===== config.mk =====
export PLATFORM = sky130hd
export DESIGN_NAME = sync_down_counter
export DESIGN_NICKNAME = d
export VERILOG_FILES = /design/src/rtl/sync_counter_pkg.sv /design/src/rtl/sync_down_counter.sv
export SDC_FILE = /design/constraint.sdc
export NUM_CORES = 1
export LEC_CHECK = 0
export BUFFER_PORTS_ARGS = -buffer_cell sky130_fd_sc_hd__buf_2
export CAP_MARGIN = 20
export CORE_AREA = 10 10 47 49
export CTS_CLUSTER_DIAMETER = 200
export DETAILED_ROUTE_END_ITERATION = 7
export DIE_AREA = 0 0 57 59
export GPL_TIMING_DRIVEN = 0
export PLACE_DENSITY = 0.66
export SLEW_MARGIN = 20
export SYNTH_ARGS = -nofsm -noshare
export SYNTH_HDL_FRONTEND = slang
export SYNTH_SLANG_ARGS = --single-unit

===== constraint.sdc =====
create_clock -name clk -period 1.85 [get_ports clk]
set_input_delay 0.2775 -clock clk [delete_from_list [all_inputs] [get_ports clk]]
set_output_delay 0.2775 -clock clk [all_outputs]
set_load 0.03 [all_outputs]

===== src/rtl/sync_counter_pkg.sv =====
// ============================================================================
// Module      : sync_counter_pkg
// Description : Shared types and limits for the synchronous down counter.
// Revision    : 1.0 - initial release
// ============================================================================
`timescale 1ns/1ps
`default_nettype none

package sync_counter_pkg;

  // Counter control states
  typedef enum logic [1:0] {
    IDLE = 2'd0,
    RUN  = 2'd1,
    DONE = 2'd2
  } cnt_state_t;

  // Widest counter this block is intended to be built with
  localparam int MAX_WIDTH = 16;

endpackage : sync_counter_pkg

`default_nettype wire


===== src/rtl/sync_down_counter.sv =====
// ============================================================================
// Module      : sync_down_counter
// Description : Synchronous, loadable WIDTH-bit down counter. A non-zero load
//               starts a count; reaching zero holds DONE for one cycle and
//               pulses tc. Priority per cycle: clear > load > decrement.
//               Optional feature macro: SYNC_DOWN_COUNTER_AUTO_RELOAD_EN
//               (DONE restarts the count from the last loaded value).
// Revision    : 1.0 - initial release
// ============================================================================
`timescale 1ns/1ps
`default_nettype none

module sync_down_counter
  import sync_counter_pkg::*;
#(
  parameter int WIDTH = 4
) (
  input  logic             clk,
  input  logic             reset_n,
  input  logic             clear,
  input  logic             load,
  input  logic [WIDTH-1:0] load_val,
  input  logic             en,
  output logic [WIDTH-1:0] Q,
  output logic             busy,
  output logic             zero,
  output logic             tc
);

  localparam logic [WIDTH-1:0] C_ONE = WIDTH'(1);

  cnt_state_t       state_q, state_d;
  logic [WIDTH-1:0] count_q, count_d;
  logic [WIDTH-1:0] reload_q, reload_d;

  // Next-state, next-count and reload-value selection
  always_comb begin
    state_d  = state_q;
    count_d  = count_q;
    reload_d = reload_q;
    if (clear) begin
      state_d = IDLE;
      count_d = '0;
    end else if (load) begin
      count_d  = load_val;
      reload_d = load_val;
      // A zero start value has nothing to count, so no tc is produced
      state_d  = (load_val != '0) ? RUN : IDLE;
    end else begin
      case (state_q)
        IDLE: begin
          state_d = IDLE;
        end
        RUN: begin
          if (en) begin
            // Q<=1 folds into the terminal step so the count can never wrap
            if (count_q > C_ONE) begin
              count_d = count_q - C_ONE;
            end else begin
              count_d = '0;
              state_d = DONE;
            end
          end
        end
        DONE: begin
`ifdef SYNC_DOWN_COUNTER_AUTO_RELOAD_EN
          if (reload_q != '0) begin
            state_d = RUN;
            count_d = reload_q;
          end else begin
            state_d = IDLE;
          end
`else
          state_d = IDLE;
`endif
        end
        default: begin
          state_d = IDLE;
          count_d = '0;
        end
      endcase
    end
  end

  // State, count and reload registers with asynchronous reset
  always_ff @(posedge clk or negedge reset_n) begin
    if (!reset_n) begin
      state_q  <= IDLE;
      count_q  <= '0;
      reload_q <= '0;
    end else begin
      state_q  <= state_d;
      count_q  <= count_d;
      reload_q <= reload_d;
    end
  end

`ifndef SYNC_DOWN_COUNTER_AUTO_RELOAD_EN
  // The reload value is kept up to date but only consumed by auto-reload
  logic unused_reload;
  assign unused_reload = ^reload_q;
`endif

  assign Q    = count_q;
  assign busy = (state_q != IDLE);
  assign zero = (count_q == '0);
  assign tc   = (state_q == DONE);

endmodule : sync_down_counter

`default_nettype wire


-- Word level (Yosys, flattened, before mapping)
Index checks and enable logic that the tools add are counted.
- register bits after elaboration: 6
- input port bits: 9
- output and inout port bits: 7
- logic and storage cells: 27
- add/subtract/negate cells: 1
- order comparisons: 1
- eq/ne operators: 5
- mux-type cells: 11
- reductions and logical operators: 7
- operators with widths (kind ; number):
    $mux 4 ; 4
    $mux 2 ; 5
    $ne 4x4->1 const B ; 2
    $pmux 4 s2 ; 1
    $gt 4x1->1 const B ; 1
    $logic_not 4->1 ; 1
    $reduce_and 2->1 ; 2
    $reduce_bool 4->1 ; 1
    $sub 4x1->4 const B ; 1
    $ne 3x1->1 const B ; 1
    $eq 2x1->1 const B ; 1
    $eq 2x2->1 const B ; 1
    $logic_not 2->1 ; 1
    $reduce_bool 2->1 ; 1
    $reduce_or 2->1 ; 1
    $mux 1 ; 1

-- Depth between registers and ports, before layout
Gate-level depths: netlist (run 1).
- depth after elaboration: 6
- depth in mapped cells: 6

-- Worst setup path before layout (run 1)
No wires, ideal clock.
- path kind: reg2reg
- start: register count_q[0] (netlist: Q[0])
- end: register count_q[3] (netlist: Q[3])
- library setup time: 0.082 ns
- arrival time: 1.701 ns
- required time: 1.768 ns
- slack: 0.067 ns
- stages on the path, launching flop included: 7
- buffers on the path: 0
- clock period less this slack: 1.783 ns
- cells stage by stage: dfrtp_1 -> inv_1 -> ha_1 -> nor2_1 -> o31ai_1 -> or4b_1 -> a31oi_1
- longest elaborated chain between the ends: 6
- elaborated cells on any way between the ends: 7
- ends and longest elaborated chain (what ; RTL line ; text):
    start: declaration ; sync_down_counter.sv:33 ; logic [WIDTH-1:0] count_q, count_d;
    start signal: assignment ; sync_down_counter.sv:93 ; count_q <= count_d;
    $sub 4x1->4 or $gt 4x1->1 (tied branches) ; sync_down_counter.sv:58, sync_down_counter.sv:57 ;
    $mux 4 * ; sync_down_counter.sv:57 ; if (count_q > C_ONE) begin
    $mux 4 * ; sync_down_counter.sv:55 ; if (en) begin
    $pmux 4 s2 * ; sync_down_counter.sv:50 ; case (state_q)
    $mux 4 * ; sync_down_counter.sv:44 ; end else if (load) begin
    $mux 4 * ; sync_down_counter.sv:41 ; if (clear) begin
Mark *: on every way between the ends. The rest lies on a longest branch, timed or not. The select of a mux whose other input is x is not followed.
A chain may end at the register's enable or synchronous reset.

-- Final worst setup path (run 1)
Same ends and word-level chain as after synthesis.

==> results of run 1 <==
[metrics by stage]
stage | instance area [sq um] | hold slack, ns
detailed placement | 514 | 0.102
floorplan | 424 | -0.0181
CTS | 547 | 0.264
finish | 548 | 0.269
global placement | 514 | 0.102
global route | 548 | 0.258
[what timing repair did]
item	in CTS	in global routing
gates resized for setup	0	1
setup endpoints to repair	0	1
hold endpoints to repair	6	0
hold buffers	1	0
[worst register-to-register path, cell delays in order (launching register included)]
cell and delay (ns):
sky130_fd_sc_hd__dfrtp_2 0.41, sky130_fd_sc_hd__inv_1 0.08, sky130_fd_sc_hd__ha_1 0.22, sky130_fd_sc_hd__nor2_1 0.12, sky130_fd_sc_hd__o31ai_1 0.12, sky130_fd_sc_hd__or4b_1 0.49, sky130_fd_sc_hd__a31oi_1 0.18
[layout make-up]
class | count | area share (%)
clock buffer | 3 | 4.11
inverter | 2 | 1.37
buffer | 1 | 2.05
sequential | 6 | 27.6
multi-input combinational | 35 | 46.6
tap | 16 | 3.65
timing repair buffer | 15 | 14.6
[per-layer routing]
layer,global-route usage (%),up-vias,wire [microns]
met1,8.05,200,532
li1,-,201,-
met4,2.01,0,0
met3,4.94,0,65
met2,10.4,13,488
met5,0,-,0
[cell families (layout without fill, tap and decap cells)]
group                    Yosys count  after routing  synth area share, %
AND/OR/NAND/NOR                   19             19                 30.7
AO/OA/AOI/OAI                     13             13                 20.6
flip-flops                         6              6                 35.4
adder cells (fa/ha/maj)            3              3                 8.85
buffers and inverters              3             21                 4.43
[synth_stat cells (all sizes together)]
cell / number / area share (%)
a211oi: 2 / 3.5
nand2b: 1 / 1.5
a31oi: 1 / 1.5
o31ai: 1 / 1.8
nor3b: 3 / 8.0
inv: 2 / 1.8
nand2: 2 / 1.8
or2: 1 / 1.5
a22oi: 1 / 1.8
nor2b: 2 / 2.9
nor2: 4 / 3.5
buf: 1 / 2.7
o21ai: 2 / 2.4
or3b: 1 / 2.1
a2bb2oi: 2 / 4.1
or4b: 2 / 4.7
o41ai: 1 / 2.1
a21oi: 3 / 3.5
nor3: 2 / 2.4
dfrtp: 6 / 35
ha: 3 / 8.9
and4b: 1 / 2.4
[power by group through the flow]
stage | Clock (mW) | Sequential [mW] | Combinational [mW]
final | 0.118 | 0.151 | 0.104
after global routing | 0.139 | 0.153 | 0.115
after CTS | 0.124 | 0.151 | 0.105
after detailed placement | 0 | 0.153 | 0.103
after global placement | 0 | 0.153 | 0.102
after floorplan | 0 | 0.162 | 0.0583
[registers in the layout, indices dropped and copies added (netlist names)]
name and cells:
Q 4, state_q 2
[worst paths after layout]
check | start | cells after the start | endpoint
min in group asynchronous | reset_n | 2 | state_q[1]
setup / recovery | Q[0] | 6 | Q[3]
setup reg to reg | Q[0] | 6 | Q[3]
hold / removal | clear | 2 | state_q[0]
max in group asynchronous | reset_n | 2 | Q[0]
hold reg to reg | Q[1] | 2 | Q[1]
==> impl_summary.log, run 1 <==
[metrics] outcome: complete, no violations
[metrics] FP Rows: 14
[metrics] detailed-route wire length per cell: 13.9 microns
[metrics] depth of the CTS H-tree: 1
[metrics] sequential power share: between 40% and 50%
[metrics] number of nets in the synthesized netlist: 56
[metrics] post-synth cell types: 24
[metrics] Power Dens Cells: roughly 680 nW/um^2
[metrics] worst slew margin relative to its limit: 71.9%
[metrics] worst-path cell with the longest stage delay: sky130_fd_sc_hd__or4b_1
[metrics] grt total ovfl: 0
[metrics] combined flip-flop and latch cell area: between 150 and 200 sq um
[metrics] Remaining DRCs: 0
[metrics] post-layout power: 0.374 mW
[metrics] count of buffers from port buffering: 14
[metrics] leakage power of the design: 0.261 nW
[metrics] worst-case setup slack after placement: 0.130 ns
[metrics] most common library cell in the layout ignoring fill and taps: sky130_fd_sc_hd__buf_2
[metrics] post-synthesis instance total: 44
[metrics] footprint of the multi-input gates: 255 sq um
[metrics] critical path type: register to register
[metrics] maximum number of pins on one net before global-route repair: 10
[metrics] number of nets with antenna violations after detailed routing: 0
[metrics] buffer levels on the longest clock path: 2
[metrics] combinational power share: 27.8%
[metrics] number of antenna violations at the first check in global routing: 0
[metrics] Final Max Tran Viols: 0
[metrics] Clock Power Share: 31.7%
[metrics] Synth-to-Final Area Change: 29.2%
[metrics] switching power: between 0.1 and 0.15 mW
[metrics] worst endpoint required time: 2.01 ns
[metrics] total clock buffers created by CTS: 3
[metrics] clock latency on the worst-skew pair: 0.24 ns
[metrics] count of endpoints failing hold in the final timing report: 0
[metrics] Core Footprint: roughly 1400 sq um
[metrics] maximum fanout encountered on the critical timing path: 6
[metrics] number of detailed-route iterations in the first pass: 2
[metrics] Fmax achieved: a little under 0.6 GHz
[metrics] Synth Cell Area: 424 sq um
[metrics] initial standard-cell utilization of the core: 30.3%
[metrics] Inserted Diodes: 0
[metrics] # nets final: 76
[metrics] worst-path cell chain: inv_1, ha_1, nor2_1, o31ai_1, or4b_1, a31oi_1
[metrics] endpoint type of the worst setup path: register
[metrics] clock skew after layout: approximately 0.0012 ns
[metrics] number of placed instances with taps included: 74
[metrics] Synth Register Bits: 6
[metrics] Top-Level Pins: 16
[metrics] count of buffers added by post-CTS timing repair for setup: 0
[metrics] count of buffer and inverter cells on the critical path: 1
[metrics] CTS tree: built
[metrics] width of the die: 57 microns
[metrics] fin crit share: between 90% and 100%
[metrics] internal reg-to-reg setup slack: 0.15 ns
[metrics] final weighted congestion of routability-driven global placement: 0.813
[metrics] Maximum Capacitance Violations: 0
[metrics] Hold WC Path Type: input pin to register
[metrics] overall fraction of global-route tracks in use: ~7.1%
[metrics] setup tns final: 0 ns
[metrics] Least-Margin Pin Slew: ~0.42 ns
[metrics] Die Footprint: 3360 sq um
[metrics] Internal Pwr Total: 0.255 mW
[metrics] clock transition time at the flip-flop clock pins of the worst setup and hold paths: approximately 0.04 ns
[metrics] post-route non-filler standard cell count: 78
[metrics] YS warnings: 0
[metrics] clock period minus final worst setup slack: 1.70 ns
[metrics] switching fraction of total power: 31.7%
[metrics] final routed wirelength across all metal layers: 1090 microns
[metrics] via count: ~410
[metrics] data arrival at the endpoint of the critical path: 1.85 ns
[metrics] startpoint class of the critical path: register
[metrics] worst vdd ir: 0.457 mV
[metrics] final count of negative-setup-slack endpoints: 0
[metrics] Filler Cells Inserted: 150
[metrics] most frequent cells in the layout: sky130_fd_sc_hd__buf_2 (14), sky130_fd_sc_hd__dfrtp_1 (5), sky130_fd_sc_hd__nor2_1 (4)
[metrics] DRT iter0 DRCs: 6
[metrics] Final WS setup: ~0.15 ns
[metrics] RSZ-0062 raised after global routing: false
[metrics] sequential-to-total area share from yosys stat: 35.4%
[metrics] # clock sinks: 6
[metrics] fraction of final layout cells with drive strength greater than 1: between 30 and 40%
[metrics] CTS root buffer: sky130_fd_sc_hd__clkbuf_4
[metrics] Die H: 59 microns
[metrics] fraction of the core area covered by cells at the end of the flow: approximately two fifths
[metrics] syn avg cell area: between 9 and 10 sq um
[metrics] Top delay family on crit path: simple AND/OR/NAND/NOR gates
[metrics] detailed-route vias per instance: 5.31
[metrics] global-route wire length before repair: approximately 1900 microns
[metrics] via count of the first global-routing pass: 438
[metrics] delay of the slowest critical-path stage: 0.49 ns
Note: power is estimated with default switching activity, not from simulation.
==> run 2: changes to the inputs <==
--- a/config.mk
+++ b/config.mk
@@ -12,7 +12,7 @@
 export DETAILED_ROUTE_END_ITERATION = 7
 export DIE_AREA = 0 0 57 59
 export GPL_TIMING_DRIVEN = 0
-export PLACE_DENSITY = 0.66
+export PLACE_DENSITY = 0.61
 export SLEW_MARGIN = 20
 export SYNTH_ARGS = -nofsm -noshare
 export SYNTH_HDL_FRONTEND = slang
==> constraint.sdc (replaced) <==
create_clock -name clk -period 2 [get_ports clk]
set_input_delay 0.3 -clock clk [delete_from_list [all_inputs] [get_ports clk]]
set_output_delay 0.3 -clock clk [all_outputs]
set_load 0.03 [all_outputs]
==> run 2 against run 1 <==
Compared with the run above:
- sequential power decreased by 7%
- worst setup slack better by 0.081 ns
- sequential share of layout area shrank 0.17 points
- fmax decreased by 3.9%
- clock-buffer cell count stayed put
- global-route usage down 0.44 points
- hold slack better by 0.022 ns
- first-iteration DRC count stayed put
- die area unchanged
- via count is 2.2% lower
- utilization decreased by 0.089 points
- critical path type unchanged
- largest cell class unchanged
- largest power group unchanged
- highest routed layer unchanged
==> impl_summary.log, run 2 (synthesis results as in run 1) <==
[metrics] setup tns final: 0 ns (unchanged)
[metrics] data arrival at the endpoint of the critical path: 1.93 ns (+0.08 ns)
[metrics] overall fraction of global-route tracks in use: 6.64% (-0.44 points)
[metrics] post-DP HPWL: 879 microns
[metrics] via count of the first global-routing pass: 423 (-3.4%)
[metrics] detailed-route vias per instance: 5.19 (-2.2%)
[metrics] number of detailed-route iterations in the first pass: 4 (+2)
[metrics] clock transition time at the flip-flop clock pins of the worst setup and hold paths: 0.05 ns (about the same)
[metrics] width of the die: 57 microns (unchanged)
[metrics] via count: 405 (-2.2%)
[metrics] final weighted congestion of routability-driven global placement: 0.830 (+2.1%)
[metrics] Top-Level Pins: 16 (unchanged)
[metrics] most frequent cells in the layout: sky130_fd_sc_hd__buf_2 (14), sky130_fd_sc_hd__dfrtp_1 (6), sky130_fd_sc_hd__nor2_1 (4)
[metrics] fin crit share: 88.2% (-3.4 points)
[metrics] detailed-route wire length per cell: 13.9 microns (-0.46%)
[metrics] Final WS setup: 0.235 ns (+0.0811 ns)
[metrics] number of antenna violations at the first check in global routing: 0 (unchanged)
[metrics] outcome: complete, no violations
[metrics] # clock sinks: 6 (unchanged)
[metrics] cts repair resizes: 0 (unchanged)
[metrics] most common library cell in the layout ignoring fill and taps: sky130_fd_sc_hd__buf_2
[metrics] buffer levels on the longest clock path: 2 (unchanged)
[metrics] Least-Margin Pin Slew: 0.451 ns (+0.0330 ns)
[metrics] maximum fanout encountered on the critical timing path: 6 (unchanged)
[metrics] clock period minus final worst setup slack: 1.76 ns (+0.0689 ns)
[metrics] global-route wire length before repair: 1820 microns (-3.7%)
[metrics] final routed wirelength across all metal layers: 1080 microns (-0.46%)
[metrics] leakage power of the design: 0.262 nW (+0.54%)
[metrics] clock skew after layout: 0.00287 ns (+0.00165 ns)
[metrics] post-layout instance area: 547 sq um (-0.23%)
[metrics] Maximum Capacitance Violations: 0 (unchanged)
[metrics] biggest registers after layout: Q (4), state_q (2)
[metrics] fraction of final layout cells with drive strength greater than 1: 32.3% (-1.6 points)
[metrics] Synth-to-Final Area Change: 28.9%
[metrics] count of buffers from port buffering: 14 (unchanged)
[metrics] startpoint class of the critical path: register
[metrics] area of placed instances: 514 sq um (unchanged)
[metrics] Inserted Diodes: 0 (unchanged)
[metrics] total clock buffers created by CTS: 3 (unchanged)
[metrics] worst endpoint required time: 2.16 ns (+0.15 ns)
[metrics] RSZ-0062 raised after global routing: false
[metrics] Fmax achieved: 0.567 GHz (-3.9%)
[metrics] # nets final: 76 (unchanged)
[metrics] FP Rows: 14 (unchanged)
[metrics] initial standard-cell utilization of the core: 30.3% (unchanged)
[metrics] CTS root buffer: sky130_fd_sc_hd__clkbuf_4
[metrics] worst slew margin relative to its limit: 69.7% (-2.2 points)
[metrics] Power Dens Cells: 636 nW/um^2 (-6.8%)
[metrics] Final Max Tran Viols: 0 (unchanged)
[metrics] Die H: 59 microns (unchanged)
[metrics] maximum number of pins on one net before global-route repair: 10 (unchanged)
[metrics] count of buffers added by post-CTS timing repair for setup: 0 (unchanged)
[metrics] flip-flop count of the largest register, all copies and words added: 4 (unchanged)
[metrics] count of endpoints failing hold in the final timing report: 0 (unchanged)
[metrics] clock latency on the worst-skew pair: 0.24 ns (about the same)
[metrics] number of nets with antenna violations after detailed routing: 0 (unchanged)
[metrics] CTS tree: built
[metrics] endpoint type of the worst setup path: register
[metrics] depth of the CTS H-tree: 1 (unchanged)
[metrics] grt total ovfl: 0 (unchanged)
[metrics] Hold WC Path Type: input pin to register
[metrics] register containing the most flip-flops in the final layout: Q
[metrics] Remaining DRCs: 0 (unchanged)
[metrics] Core Footprint: 1400 sq um (unchanged)
[metrics] worst vdd ir: 0.347 mV (-24%)
[metrics] DRT iter0 DRCs: 6 (unchanged)
[metrics] post-cts hold buffer count: 1 (unchanged)
[metrics] critical path type: register to register
[metrics] final count of negative-setup-slack endpoints: 0 (unchanged)
[metrics] Die Footprint: 3360 sq um (unchanged)
[metrics] worst-case setup slack after placement: 0.235 ns (+0.105 ns)
## run 2: cell types whose count changed in the layout (fill, tap and decap cells not counted)
cell	delta
sky130_fd_sc_hd__dfrtp_1	+1
sky130_fd_sc_hd__dfrtp_2	-1
## run 2: final cells by class
type	count	area, sq um
multi-input cells	35	255
flip-flops and latches	6	150
inverters	2	7.51
clock buffers	3	22.5
well taps	16	20.0
repair buffers	15	80.1
fillers	148	855
plain buffers	1	11.3
## run 2: metrics by stage
stage	power [mW]	instances	hold WS (ns)	util (%)
4_1_cts	0.354	78	0.283	39.0
5_1_grt	0.380	78	0.290	39.0
2_1_floorplan	0.204	44	0.00441	-
6_report	0.348	78	0.291	39.0
3_3_place_gp	0.236	74	0.124	36.7
3_5_place_dp	0.237	74	0.131	36.7
## run 2: path summary, 6_finish.rpt
path,end,startpoint,slack [ns],depth (start not counted)
max in group asynchronous,Q[1],reset_n,1.45,2
worst min register to register,Q[1],Q[1],0.60,2
worst min-delay path,state_q[0],clear,0.29,2
worst max register to register,Q[3],Q[0],0.24,6
min in group asynchronous,Q[3],reset_n,0.40,2
worst max-delay path,Q[3],Q[0],0.24,6
## run 2: metal layers
| layer | up-vias | share of wire [%] | global-route usage (%) |
|---|---|---|---|
| met5 | - | 0 | 0 |
| met4 | 0 | 0 | 2.01 |
| met3 | 0 | 7.4 | 3.86 |
| met2 | 15 | 47 | 10.7 |
| met1 | 188 | 45 | 7.20 |
| li1 | 202 | - | - |
## run 2: power by group
part           switching [mW]  internal [mW]
clock                  0.0439         0.0679
sequential             0.0108          0.129
combinational          0.0572         0.0390
## run 2: worst max-delay path: stages, from the launching register on
cell	delay [ns]
sky130_fd_sc_hd__dfrtp_1	0.44
sky130_fd_sc_hd__inv_1	0.09
sky130_fd_sc_hd__ha_1	0.24
sky130_fd_sc_hd__nor2_1	0.13
sky130_fd_sc_hd__o31ai_1	0.13
sky130_fd_sc_hd__or4b_1	0.47
sky130_fd_sc_hd__a31oi_1	0.18
==> run 3: changes to the inputs <==
--- a/config.mk
+++ b/config.mk
@@ -8,10 +8,12 @@
 export BUFFER_PORTS_ARGS = -buffer_cell sky130_fd_sc_hd__buf_2
 export CAP_MARGIN = 20
 export CORE_AREA = 10 10 47 49
+export CTS_BUF_LIST = sky130_fd_sc_hd__clkbuf_16
 export CTS_CLUSTER_DIAMETER = 200
 export DETAILED_ROUTE_END_ITERATION = 7
 export DIE_AREA = 0 0 57 59
 export GPL_TIMING_DRIVEN = 0
+export MAX_ROUTING_LAYER = met4
 export PLACE_DENSITY = 0.61
 export SLEW_MARGIN = 20
 export SYNTH_ARGS = -nofsm -noshare
==> run 3 against run 2 <==
Compared with the run above:
- flip-flop and latch count stayed put
- sequential share of layout area is 2.4 points lower
- utilization rose by 3.7 points
- clock skew is 0.0010 ns lower
- fmax is essentially flat
- non-clock buffer count unchanged
- final cell count unchanged
- sequential power about the same
- design area is 9.6% higher
==> impl_summary.log, run 3 (synthesis results as in run 1) <==
[metrics] Fmax achieved: 0.566 GHz (about the same)
[metrics] Hold WC Path Type: input pin to register
[metrics] initial standard-cell utilization of the core: 30.3% (unchanged)
[metrics] leakage power of the design: 0.285 nW (+8.8%)
[metrics] startpoint class of the critical path: register
[metrics] fraction of the core area covered by cells at the end of the flow: 42.8% (+3.7 points)
[metrics] cts repair resizes: 0 (unchanged)
[metrics] buffer levels on the longest clock path: 2 (unchanged)
[metrics] overall fraction of global-route tracks in use: 6.69% (+0.050 points)
[metrics] Inserted Diodes: 0 (unchanged)
[metrics] most common library cell in the layout ignoring fill and taps: sky130_fd_sc_hd__buf_2
[metrics] worst slew margin relative to its limit: 69.6% (about the same)
[metrics] final count of negative-setup-slack endpoints: 0 (unchanged)
[metrics] number of detailed-route iterations in the first pass: 3 (-1)
[metrics] final weighted congestion of routability-driven global placement: 0.842 (+1.5%)
[metrics] Final Max Tran Viols: 0 (unchanged)
[metrics] RSZ-0062 raised after global routing: false
[metrics] Least-Margin Pin Slew: 0.452 ns (+0.000734 ns)
[metrics] CTS root buffer: sky130_fd_sc_hd__clkbuf_16
[metrics] biggest registers after layout: Q (4), state_q (2)
[metrics] Filler Cells Inserted: 141 (-4.7%)
[metrics] detailed-route vias per instance: 5.13 (-1.2%)
[metrics] fraction of final layout cells with drive strength greater than 1: 32.3% (unchanged)
[metrics] detailed-route wire length per cell: 14.1 microns (+1.4%)
[metrics] grt total ovfl: 0 (unchanged)
[metrics] # nets final: 76 (unchanged)
[metrics] Die H: 59 microns (unchanged)
[metrics] Synth-to-Final Area Change: 41.3%
[metrics] setup tns final: 0 ns (unchanged)
[metrics] count of buffers from port buffering: 14 (unchanged)
[metrics] critical path type: register to register
[metrics] number of antenna violations at the first check in global routing: 0 (unchanged)
[metrics] Power Dens Cells: 927 nW/um^2 (+46%)
[metrics] worst vdd ir: 0.912 mV (+160%)
[metrics] count of endpoints failing hold in the final timing report: 0 (unchanged)
[metrics] Top-Level Pins: 16 (unchanged)
[metrics] post-layout instance area: 599 sq um (+9.6%)
[metrics] flip-flop count of the largest register, all copies and words added: 4 (unchanged)
[metrics] Remaining DRCs: 0 (unchanged)
[metrics] DRT iter0 DRCs: 6 (unchanged)
[metrics] via count of the first global-routing pass: 419 (-0.95%)
[metrics] most frequent cells in the layout: sky130_fd_sc_hd__buf_2 (14), sky130_fd_sc_hd__dfrtp_1 (6), sky130_fd_sc_hd__nor2_1 (4)
[metrics] endpoint type of the worst setup path: register
[metrics] # clock sinks: 6 (unchanged)
[metrics] Die Footprint: 3360 sq um (unchanged)
[metrics] clock period minus final worst setup slack: 1.77 ns (+0.00132 ns)
[metrics] CTS tree: built
[metrics] clock transition time at the flip-flop clock pins of the worst setup and hold paths: 0.03 ns (-0.02 ns)
[metrics] post-DP HPWL: 879 microns (unchanged)
[metrics] clock latency on the worst-skew pair: 0.23 ns (about the same)
[metrics] maximum number of pins on one net before global-route repair: 10 (unchanged)
[metrics] Final WS setup: 0.234 ns (-0.00132 ns)
[metrics] maximum fanout encountered on the critical timing path: 6 (unchanged)
[metrics] fin crit share: 88.3% (about the same)
[metrics] total clock buffers created by CTS: 3 (unchanged)
[metrics] FP Rows: 14 (unchanged)
[metrics] global-route wire length before repair: 1770 microns (-2.6%)
[metrics] clock skew after layout: 0.00185 ns (-0.00102 ns)
[metrics] area of placed instances: 514 sq um (unchanged)
[metrics] final routed wirelength across all metal layers: 1100 microns (+1.4%)
[metrics] worst endpoint required time: 2.14 ns (-0.02 ns)
[metrics] via count: 400 (-1.2%)
[metrics] width of the die: 57 microns (unchanged)
[metrics] outcome: complete, no violations
[metrics] data arrival at the endpoint of the critical path: 1.91 ns (-0.02 ns)
[metrics] number of nets with antenna violations after detailed routing: 0 (unchanged)
[metrics] register containing the most flip-flops in the final layout: Q
[metrics] worst-case setup slack after placement: 0.235 ns (unchanged)
[metrics] depth of the CTS H-tree: 1 (unchanged)
[metrics] Core Footprint: 1400 sq um (unchanged)
[metrics] Maximum Capacitance Violations: 0 (unchanged)
[metrics] post-layout power: 0.556 mW (+60%)
[run 3: changes by cell type in the layout (fill, tap and decap cells not counted)]
cell,before,now
sky130_fd_sc_hd__clkbuf_16,0,3
sky130_fd_sc_hd__clkbuf_4,3,0
[run 3: layer usage]
metal  GRT usage [%]  part of all wire [%]  routed length [microns]
met5               -                     0                        0
met1            7.07                    48                      526
met4            2.01                     0                        0
met3            3.86                   4.2                       46
met2            10.4                    48                      524
[run 3: worst paths after layout]
path	startpoint	to	slack (ns)	cells past startpoint
min reg2reg	Q[1]	Q[1]	0.60	2
max reg2reg	Q[0]	Q[3]	0.23	6
min in group asynchronous	reset_n	Q[3]	0.42	2
max	Q[0]	Q[3]	0.23	6
min	clear	state_q[0]	0.31	2
max in group asynchronous	reset_n	Q[1]	1.43	2
[run 3: final cells by class]
type	count	area [sq um]	share of cell area (%)
Timing Repair Buffer	15	80.1	13.4
Tap cell	16	20.0	3.34
Inverter	2	7.51	1.25
Buffer	1	11.3	1.88
Clock buffer	3	75.1	12.5
Sequential cell	6	150	25.1
Multi-Input combinational cell	35	255	42.6
[run 3: what timing repair did]
action | in CTS | in global routing
endpoints found under the setup margin | 0 | 0
setup buffers | 0 | 0
hold buffers | 1 | 0
endpoints found under the hold margin | 6 | 0
[run 3: metrics by stage]
stage               hold WS [ns]  instances
floorplan                0.00441         44
global placement           0.124         74
detailed placement         0.131         74
CTS                        0.310         78
global route               0.325         78
finish                     0.312         78
[run 3: worst max-delay path, cell delays in order, from the launching register on]
cell and delay, ns:
sky130_fd_sc_hd__dfrtp_1 0.44, sky130_fd_sc_hd__inv_1 0.09, sky130_fd_sc_hd__ha_1 0.23, sky130_fd_sc_hd__nor2_1 0.13, sky130_fd_sc_hd__o31ai_1 0.13, sky130_fd_sc_hd__or4b_1 0.47
sky130_fd_sc_hd__a31oi_1 0.18
[run 3: where the power goes]
group / internal (mW) / total [mW] / switching [mW]
logic: 0.0390 / 0.0961 / 0.0571
registers: 0.129 / 0.140 / 0.0109
clock network: 0.256 / 0.320 / 0.0633
